<file path="config.mk">
export PLATFORM = sky130hd
export DESIGN_NAME = mem_arbiter
export DESIGN_NICKNAME = d
export VERILOG_FILES = /design/src/rtl/mem_arbiter.sv
export SDC_FILE = /design/constraint.sdc
export NUM_CORES = 1
export LEC_CHECK = 0
export CAP_MARGIN = 0
export CELL_PAD_IN_SITES_DETAIL_PLACEMENT = 0
export CELL_PAD_IN_SITES_GLOBAL_PLACEMENT = 1
export CORE_AREA = 2 2 123 125
export CTS_BUF_LIST = sky130_fd_sc_hd__clkbuf_8
export CTS_CLUSTER_SIZE = 14
export DETAILED_ROUTE_END_ITERATION = 16
export DIE_AREA = 0 0 125 127
export GPL_ROUTABILITY_DRIVEN = 0
export GPL_TIMING_DRIVEN = 0
export PLACE_DENSITY = 0.82
export SLEW_MARGIN = 20
export SYNTH_ARGS = -nofsm -noshare
export SYNTH_HDL_FRONTEND = slang
export SYNTH_SLANG_ARGS = --single-unit
</file>
<file path="constraint.sdc">
create_clock -name clk -period 3.85 [get_ports clk]
set_input_delay 0.5775 -clock clk [delete_from_list [all_inputs] [get_ports clk]]
set_output_delay 0.5775 -clock clk [all_outputs]
set_load 0.05 [all_outputs]
</file>
<file path="src/rtl/mem_arbiter.sv">
// -----------------------------------------------------------------------------
// mem_arbiter
//
// Shares one single-port SRAM controller among three requesters: instruction
// fetch (i), load/store unit (d) and the on-chip debugger (dbg). The debugger
// always wins. Fetch and load/store alternate round-robin when both are
// pending. The block remembers who owns the one outstanding read and steers
// the read acknowledge to that requester. If the controller never returns
// an ack, the read is forced to complete after RD_TIMEOUT cycles.
//
// Parameters
//   RD_TIMEOUT  cycles an outstanding read may wait for mem_read_ack (1..15)
//   RR_INIT     round-robin pointer after reset (0 = i preferred, 1 = d)
//
// Ports
//   clk, reset_n          clock, asynchronous active-low reset
//   sync_reset            synchronous active-high reset, same effect as reset_n
//   i_addr/i_re           fetch request        -> i_gnt, i_rd_ack
//   d_addr/d_we/d_wdata/d_re
//                         load/store request   -> d_gnt, d_rd_ack
//   dbg_addr/dbg_we/dbg_wdata/dbg_re
//                         debugger request     -> dbg_gnt, dbg_rd_ack
//   rd_data               shared read-data return bus (0 when no ack)
//   mem_addr/mem_write_en/mem_write_data/mem_read_en
//                         command to the memory controller (winner's request)
//   mem_read_data/mem_read_ack
//                         read return, ack one cycle after mem_read_en
//   timeout_err           sticky: a read was force-completed
// -----------------------------------------------------------------------------

`ifndef MEM_ADDR_BITS
`define MEM_ADDR_BITS 32
`endif
`ifndef XLEN
`define XLEN 32
`endif
`ifndef XLEN_BYTES
`define XLEN_BYTES 4
`endif

// state   | meaning
// --------+--------------------------------------------------------------
// ST_IDLE | no read outstanding, grants allowed
// ST_READ | one read outstanding, waiting for mem_read_ack or timeout
module mem_arbiter #(
    parameter int   RD_TIMEOUT = 4,
    parameter logic RR_INIT    = 1'b0
) (
    input  logic                      clk,
    input  logic                      reset_n,
    input  logic                      sync_reset,

    input  logic [`MEM_ADDR_BITS-1:0] i_addr,
    input  logic                      i_re,
    output logic                      i_gnt,
    output logic                      i_rd_ack,

    input  logic [`MEM_ADDR_BITS-1:0] d_addr,
    input  logic [`XLEN_BYTES-1:0]    d_we,
    input  logic [`XLEN-1:0]          d_wdata,
    input  logic                      d_re,
    output logic                      d_gnt,
    output logic                      d_rd_ack,

    input  logic [`MEM_ADDR_BITS-1:0] dbg_addr,
    input  logic [`XLEN_BYTES-1:0]    dbg_we,
    input  logic [`XLEN-1:0]          dbg_wdata,
    input  logic                      dbg_re,
    output logic                      dbg_gnt,
    output logic                      dbg_rd_ack,

    output logic [`XLEN-1:0]          rd_data,

    output logic [`MEM_ADDR_BITS-1:0] mem_addr,
    output logic [`XLEN_BYTES-1:0]    mem_write_en,
    output logic [`XLEN-1:0]          mem_write_data,
    output logic                      mem_read_en,
    input  logic [`XLEN-1:0]          mem_read_data,
    input  logic                      mem_read_ack,

    output logic                      timeout_err
);

    typedef enum logic {
        ST_IDLE = 1'b0,
        ST_READ = 1'b1
    } state_t;

    typedef enum logic [1:0] {
        OWN_I   = 2'd0,
        OWN_D   = 2'd1,
        OWN_DBG = 2'd2
    } owner_t;

    // The forced completion happens in the RD_TIMEOUT-th cycle after the
    // grant; the counter holds the number of ack-less cycles already seen.
    localparam logic [3:0] WAIT_LAST = 4'(RD_TIMEOUT - 1);

    state_t     state, state_next;
    owner_t     owner, owner_next;
    logic [3:0] wait_cnt, wait_cnt_next;
    logic       rr_ptr, rr_ptr_next;
    logic       err_q, err_next;

    logic active;
    logic i_pend, d_pend, dbg_pend;
    logic ack_hit, to_hit, retire;
    logic can_issue;
    logic sel_i, sel_d, sel_dbg;

    // Outputs are gated while either reset is asserted so that nothing is
    // granted or acknowledged during reset, even combinationally.
    assign active   = reset_n & ~sync_reset;

    assign i_pend   = i_re;
    assign d_pend   = d_re | (|d_we);
    assign dbg_pend = dbg_re | (|dbg_we);

    assign ack_hit   = (state == ST_READ) & mem_read_ack;
    assign to_hit    = (state == ST_READ) & ~mem_read_ack & (wait_cnt == WAIT_LAST);
    assign retire    = active & (ack_hit | to_hit);

    // A real ack frees the port in the same cycle; a timeout does not.
    assign can_issue = active & ((state == ST_IDLE) | mem_read_ack);

    // -------------------------------------------------------------------------
    // Winner selection
    // -------------------------------------------------------------------------
    always_comb begin
        sel_i   = 1'b0;
        sel_d   = 1'b0;
        sel_dbg = 1'b0;
        if (can_issue) begin
            if (dbg_pend) begin
                sel_dbg = 1'b1;
            end else if (i_pend && d_pend) begin
                if (rr_ptr) sel_d = 1'b1;
                else        sel_i = 1'b1;
            end else if (i_pend) begin
                sel_i = 1'b1;
            end else if (d_pend) begin
                sel_d = 1'b1;
            end
        end
    end

    assign i_gnt   = sel_i;
    assign d_gnt   = sel_d;
    assign dbg_gnt = sel_dbg;

    // -------------------------------------------------------------------------
    // Memory command mux
    // -------------------------------------------------------------------------
    always_comb begin
        mem_addr       = '0;
        mem_write_en   = '0;
        mem_write_data = '0;
        mem_read_en    = 1'b0;
        if (sel_dbg) begin
            mem_addr       = dbg_addr;
            mem_write_en   = dbg_we;
            mem_write_data = dbg_wdata;
            mem_read_en    = dbg_re;
        end else if (sel_i) begin
            mem_addr       = i_addr;
            mem_read_en    = 1'b1;
        end else if (sel_d) begin
            mem_addr       = d_addr;
            mem_write_en   = d_we;
            mem_write_data = d_wdata;
            mem_read_en    = d_re;
        end
    end

    // -------------------------------------------------------------------------
    // Read-return steering
    // -------------------------------------------------------------------------
    assign i_rd_ack    = retire & (owner == OWN_I);
    assign d_rd_ack    = retire & (owner == OWN_D);
    assign dbg_rd_ack  = retire & (owner == OWN_DBG);
    assign rd_data     = (active & ack_hit) ? mem_read_data : '0;
    assign timeout_err = err_q;

    // -------------------------------------------------------------------------
    // Read-tracking FSM, next state
    // -------------------------------------------------------------------------
    always_comb begin
        state_next    = state;
        owner_next    = owner;
        wait_cnt_next = wait_cnt;
        rr_ptr_next   = rr_ptr;
        err_next      = err_q;

        case (state)
            ST_IDLE: begin
            end
            ST_READ: begin
                if (mem_read_ack) begin
                    state_next = ST_IDLE;
                end else if (wait_cnt == WAIT_LAST) begin
                    state_next = ST_IDLE;
                    err_next   = 1'b1;
                end else begin
                    wait_cnt_next = wait_cnt + 4'd1;
                end
            end
            default: state_next = ST_IDLE;
        endcase

        // A new read grant overrides the retirement of the previous one.
        if (mem_read_en) begin
            state_next    = ST_READ;
            wait_cnt_next = 4'd0;
            if (sel_dbg)    owner_next = OWN_DBG;
            else if (sel_d) owner_next = OWN_D;
            else            owner_next = OWN_I;
        end

        if (sel_i) rr_ptr_next = 1'b1;
        if (sel_d) rr_ptr_next = 1'b0;
    end

    // -------------------------------------------------------------------------
    // State registers
    // -------------------------------------------------------------------------
    always_ff @(posedge clk or negedge reset_n) begin
        if (!reset_n) begin
            state    <= ST_IDLE;
            owner    <= OWN_I;
            wait_cnt <= 4'd0;
            rr_ptr   <= RR_INIT;
            err_q    <= 1'b0;
        end else if (sync_reset) begin
            state    <= ST_IDLE;
            owner    <= OWN_I;
            wait_cnt <= 4'd0;
            rr_ptr   <= RR_INIT;
            err_q    <= 1'b0;
        end else begin
            state    <= state_next;
            owner    <= owner_next;
            wait_cnt <= wait_cnt_next;
            rr_ptr   <= rr_ptr_next;
            err_q    <= err_next;
        end
    end

endmodule

</file>
# Yosys cells after proc, flatten, opt, wreduce, memory -nomap -nowiden
# Index checks and enable logic that the tools add are counted.
# word_totals
register_bits,9
input_bits,207
out_inout_bits,108
word_cells,87
# op_classes
add_sub_neg,1
eq_ne,6
muxes,47
bitwise_logic,17
reduce_logical,11
# op_table
operator,count
32-bit 2-to-1 mux,7
4-bit 2-to-1 mux,8
1-bit 2-to-1 mux,29
1-bit AND,10
4-bit OR reduction,2
2-bit 2-to-1 mux,3
3-bit inequality test (second input constant),2
3-bit AND reduction,2
2-bit nonzero test,3
3-bit nonzero test,2
4-bit by 1-bit adder with 4-bit output (second input constant),1
4-bit by 2-bit == test with 1-bit output (second input constant),1
1-bit OR,4
1-bit NOT,3
2-bit by 1-bit == test with 1-bit output (second input constant),1
2-bit == test (second input constant),1
2-bit zero test,1
2-bit inequality test (second input constant),1
1-bit logical AND,1

# Logic depth before layout (Yosys ltp)
# Gate-level depths: netlist (run 1).
# logic_depth
word_depth,12
mapped_depth,7
mapped_depth_nobuf,5

# Least setup slack after synthesis (run 1)
# No wires, ideal clock.
# synth_path
path_kind,in2out
from,input port d_we[0]
to,output port mem_addr[0]
t_arrival_ns,2.495
path_slack_ns,0.778
path_stages,5
n_path_buf,1
cell_sequence,nor4_4 -> a21bo_2 -> clkbuf_2 -> a32oi_1 -> o21ai_0
# synth_via
elab_chain_len,10
# synth_rtl
element,line,source
start: declaration,59,"input logic [`XLEN_BYTES-1:0] d_we,"
4-bit OR reduction *,116,assign d_pend = d_re | (|d_we);
1-bit OR *,116,
1-bit 2-to-1 mux,141,end else if (d_pend) begin
1-bit 2-to-1 mux,139,end else if (i_pend) begin
1-bit 2-to-1 mux,136,end else if (i_pend && d_pend) begin
1-bit 2-to-1 mux,134,if (dbg_pend) begin
1-bit 2-to-1 mux,133,if (can_issue) begin
32-bit 2-to-1 mux,167,end else if (sel_d) begin
32-bit 2-to-1 mux *,164,end else if (sel_i) begin
32-bit 2-to-1 mux *,159,if (sel_dbg) begin
end: declaration,74,"output logic [`MEM_ADDR_BITS-1:0] mem_addr,"
# Mark *: on every way between the ends. The rest lies on a longest branch, timed or not.

# Worst setup path after layout (run 1)
# layout_path
from,input port sync_reset
to,output port d_gnt
# layout_via
elab_chain_len,4
# layout_rtl
element,line,source
start: declaration,51,"input logic sync_reset,"
1-bit NOT,113,assign active = reset_n & ~sync_reset;
1-bit AND,113,
1-bit AND,124,assign can_issue = active & ((state == ST_IDLE) | mem_read_ack);
1-bit 2-to-1 mux,133,
end: declaration,62,"output logic d_gnt,"
# Every way passes these cells.

==> PnR_summary.wiki, run 1 <==
{| class="wikitable"
! Metric !! Value
|-
| Die width || 125 um
|-
| Max Cap Viol || 0
|-
| Critical path depth in cells || 7
|-
| Synth Flop Type || dfrtp_1
|-
| Maximum buffer depth of the clock tree || 2
|-
| Setup repair after global routing missed its margin || no
|-
| IR drop worst, VDD || 66.52 uV
|-
| Initial DRT Pass Iterations || 4
|-
| Count of input and output buffers || 314
|-
| Clock tree from TritonCTS || built
|-
| Synth Cell Area || 1871 um^2
|-
| Vias in the first global route || 3478
|-
| Final worst hold slack || 0.3851 ns
|-
| Violation count after the first detailed-route iteration || 104
|-
| Critical path cell sequence || clkdlybuf4s50_1 -> nand2b_1 -> nor3_1 -> and3_4 -> buf_6 -> buf_6 -> clkdlybuf4s50_1
|-
| Final setup margin || 0.1638 ns
|-
| Clock-pin slew reported for the worst setup and hold paths after clock tree synthesis || 0.04 ns
|-
| Standby leakage power || 2.514 nW
|-
| Layout overhead on the synthesized area || 184.3%
|-
| Crit Path Category || in -> out
|-
| First-pass GRT wire length || 19330 um
|-
| Clock root buffer || clkbuf_8
|-
| Synth top area share || 0.1686
|-
| F_max || 271.3 MHz
|-
| Post-route clock skew || 0.002038 ns
|-
| Worst-case setup slack after placement || -0.4625 ns
|-
| Post-placement cell area || 5244 um^2
|-
| Element type at the critical path start || primary input
|-
| Most frequent standard cell in the layout excluding fill and tap cells || clkdlybuf4s50_1
|-
| Max-Slew Margin vs Limit || 0.6019
|-
| Number of rows created at floorplan || 44
|-
| Kind of end point of the critical path || output pin
|-
| DRC violations left || 0
|-
| Post-Layout Inst Area || 5318 um^2
|-
| Routed wire per std cell || 18.00 um
|-
| Count of mapped cells out of synthesis || 234
|-
| Arrival time worst endpoint || 3.11 ns
|-
| Initial antenna violation count || 0
|-
| Warnings from Yosys || 0
|-
| Post-synth EDFFs || 0
|-
| Largest incremental delay on the critical path || 0.82 ns
|-
| Maximum fanout along the worst path || 10
|-
| Routed wire length || 13250 um
|-
| Antenna-violating nets left || 0
|-
| GRT overflow || 0
|-
| Maximum number of pins on one net before global-route repair || 13
|-
| Initial Utilization || 0.1297
|-
| Power density cells || 133.7 nW/um^2
|-
| Nets in the synthesized netlist || 442
|-
| Number of vias after detailed routing || 3222
|-
| Leading cell types by total area after synthesis || a22o_1 (17%), and2_1 (13%), dfrtp_1 (12%)
|-
| Worst Tran Pin Value || 0.5959 ns
|-
| Worst r2r path cells || 5
|-
| Net count of the finished layout || 761
|-
| Commonest cells after routing, fill and taps aside || clkdlybuf4s50_1 (248), dlygate4sd2_1 (41), and2_1 (39)
|-
| Final setup violation count || 0
|-
| DR vias/cell || 4.378
|-
| Flop and latch count out of synthesis || 9
|-
| Number of inserted diodes || 0
|-
| Number of buffers inserted during clock tree synthesis || 3
|-
| Number of buffer and inverter stages on the critical path || 4
|-
| Library cell contributing the largest single delay on the critical path || clkdlybuf4s50_1
|-
| Portion of the clock cycle consumed by the worst path in the final layout || 0.9575
|-
| Final count of hold timing violations || 0
|-
| Total GRT Usage || 0.1515
|-
| Number of primary I/O pins || 315
|-
| Mapped Avg Cell Area || 7.994 um^2
|-
| Half-perimeter wire length after detailed placement || 11450 um
|-
| Core Footprint || 14420 um^2
|-
| Hold-fix buffers at CTS || 0
|-
| Status || complete, no violations
|-
| Overall die area || 15880 um^2
|-
| Data required time at the worst endpoint || 3.27 ns
|-
| Synth area leader || a22o_1
|-
| Minimum clock period after layout || 3.686 ns
|-
| Async S/R FF share, synth || 1.000
|-
| Sequential fraction of the synthesis area || 0.1204
|-
| Kind of cell adding the most delay to the critical path || buffers and inverters
|-
| Worst skew pair latency || 0.23 ns
|-
| Height of the die || 127 um
|-
| Worst min-delay path category || in -> async
|-
| Fill cell instance count of the final layout || 1479
|-
| Yosys cell types || 43
|-
| H-tree depth || 1
|-
| Final number of max-transition violations || 0
|-
| Fraction of final layout cells sized beyond drive strength 1 || 0.06522
|-
| Number of sinks driven by the clock tree || 9
|}
-- layer usage --
layer | vias up | global-route usage | routed length [um]
li1 | 1566 | - | -
met1 | 1519 | 0.1806 | 5269
met2 | 129 | 0.2887 | 7027
met3 | 8 | 0.02596 | 818
met4 | 0 | 0.02418 | 129
met5 | - | 0 | 0
-- Yosys cell counts, types with 4 or more instances --
library cell,instances
and4_1,11
o21ai_1,10
o21ai_0,5
a21oi_1,4
nor3b_1,5
nor2_1,6
a32oi_1,13
a22o_1,36
buf_6,5
and2_1,39
a221o_1,19
dfrtp_1,9
clkbuf_1,5
nand2_1,15
buf_2,11
-- timing repair --
item / CTS / global route
setup endpoints to repair: 100 / 28
gates resized for setup: 46 / 27
cloned: 0 / 0
buffers inserted: 0 / 0
-- registers in the layout (all words and copies together) (netlist names) --
signal and flops:
owner 2, rr_ptr 1, state 1, timeout_err 1, wait_cnt 4
-- final timing paths --
check                             from           to  slack (ns)
max                         sync_reset        d_gnt        0.16
min                            reset_n  wait_cnt[3]        0.39
max reg2reg                wait_cnt[0]        state        1.91
min reg2reg                timeout_err  timeout_err        0.52
max in group asynchronous      reset_n        state        3.14
min in group clk           timeout_err  timeout_err        0.52
-- cell families after synthesis --
logic type | after synthesis | synth area share
buffers and inverters | 28 | 0.09029
AND/OR/NAND/NOR | 96 | 0.3378
flip-flops | 9 | 0.1204
AO/OA/AOI/OAI | 97 | 0.4308
XOR/XNOR | 3 | 0.01405
adder cells (fa/ha/maj) | 1 | 0.006688
-- layout make-up --
| cell class | count | area, um^2 | area share |
|---|---|---|---|
| timing repair buffer | 314 | 3149 | 0.5922 |
| multi-input combinational | 197 | 1496 | 0.2814 |
| tap | 184 | 230.2 | 0.04329 |
| sequential | 9 | 225.2 | 0.04235 |
| buffer | 25 | 160.2 | 0.03012 |
| clock buffer | 3 | 41.29 | 0.007765 |
| inverter | 3 | 11.26 | 0.002118 |
| clock inverter | 1 | 3.754 | 0.0007059 |
-- report_power, final --
part / switching (W) / internal, W
Combinational: 0.000241 / 0.000267
Clock: 0.0000353 / 0.0000693
Sequential: 0.00000170 / 0.0000964
-- per-stage QoR --
step | util | TNS, ns | power (W) | instances
final | 0.3687 | 0 | 0.0007109 | 736
after global routing | 0.3687 | 0 | 0.0007439 | 736
after CTS | 0.3644 | 0 | 0.0007157 | 736
after detailed placement | 0.3636 | -24.78 | 0.0006238 | 732
after global placement | 0.3636 | -24.07 | 0.0006199 | 732
after floorplan | - | 0 | 0.0003115 | 234
Power figures use the tool's default switching activity.
==> run 2: changes to the inputs <==
--- a/config.mk
+++ b/config.mk
@@ -16,7 +16,6 @@
 export GPL_ROUTABILITY_DRIVEN = 0
 export GPL_TIMING_DRIVEN = 0
 export PLACE_DENSITY = 0.82
-export SLEW_MARGIN = 20
 export SYNTH_ARGS = -nofsm -noshare
 export SYNTH_HDL_FRONTEND = slang
 export SYNTH_SLANG_ARGS = --single-unit
==> results of run 2 <==
Same layout as run 1: the final DEF is identical, and so are final timing and power.
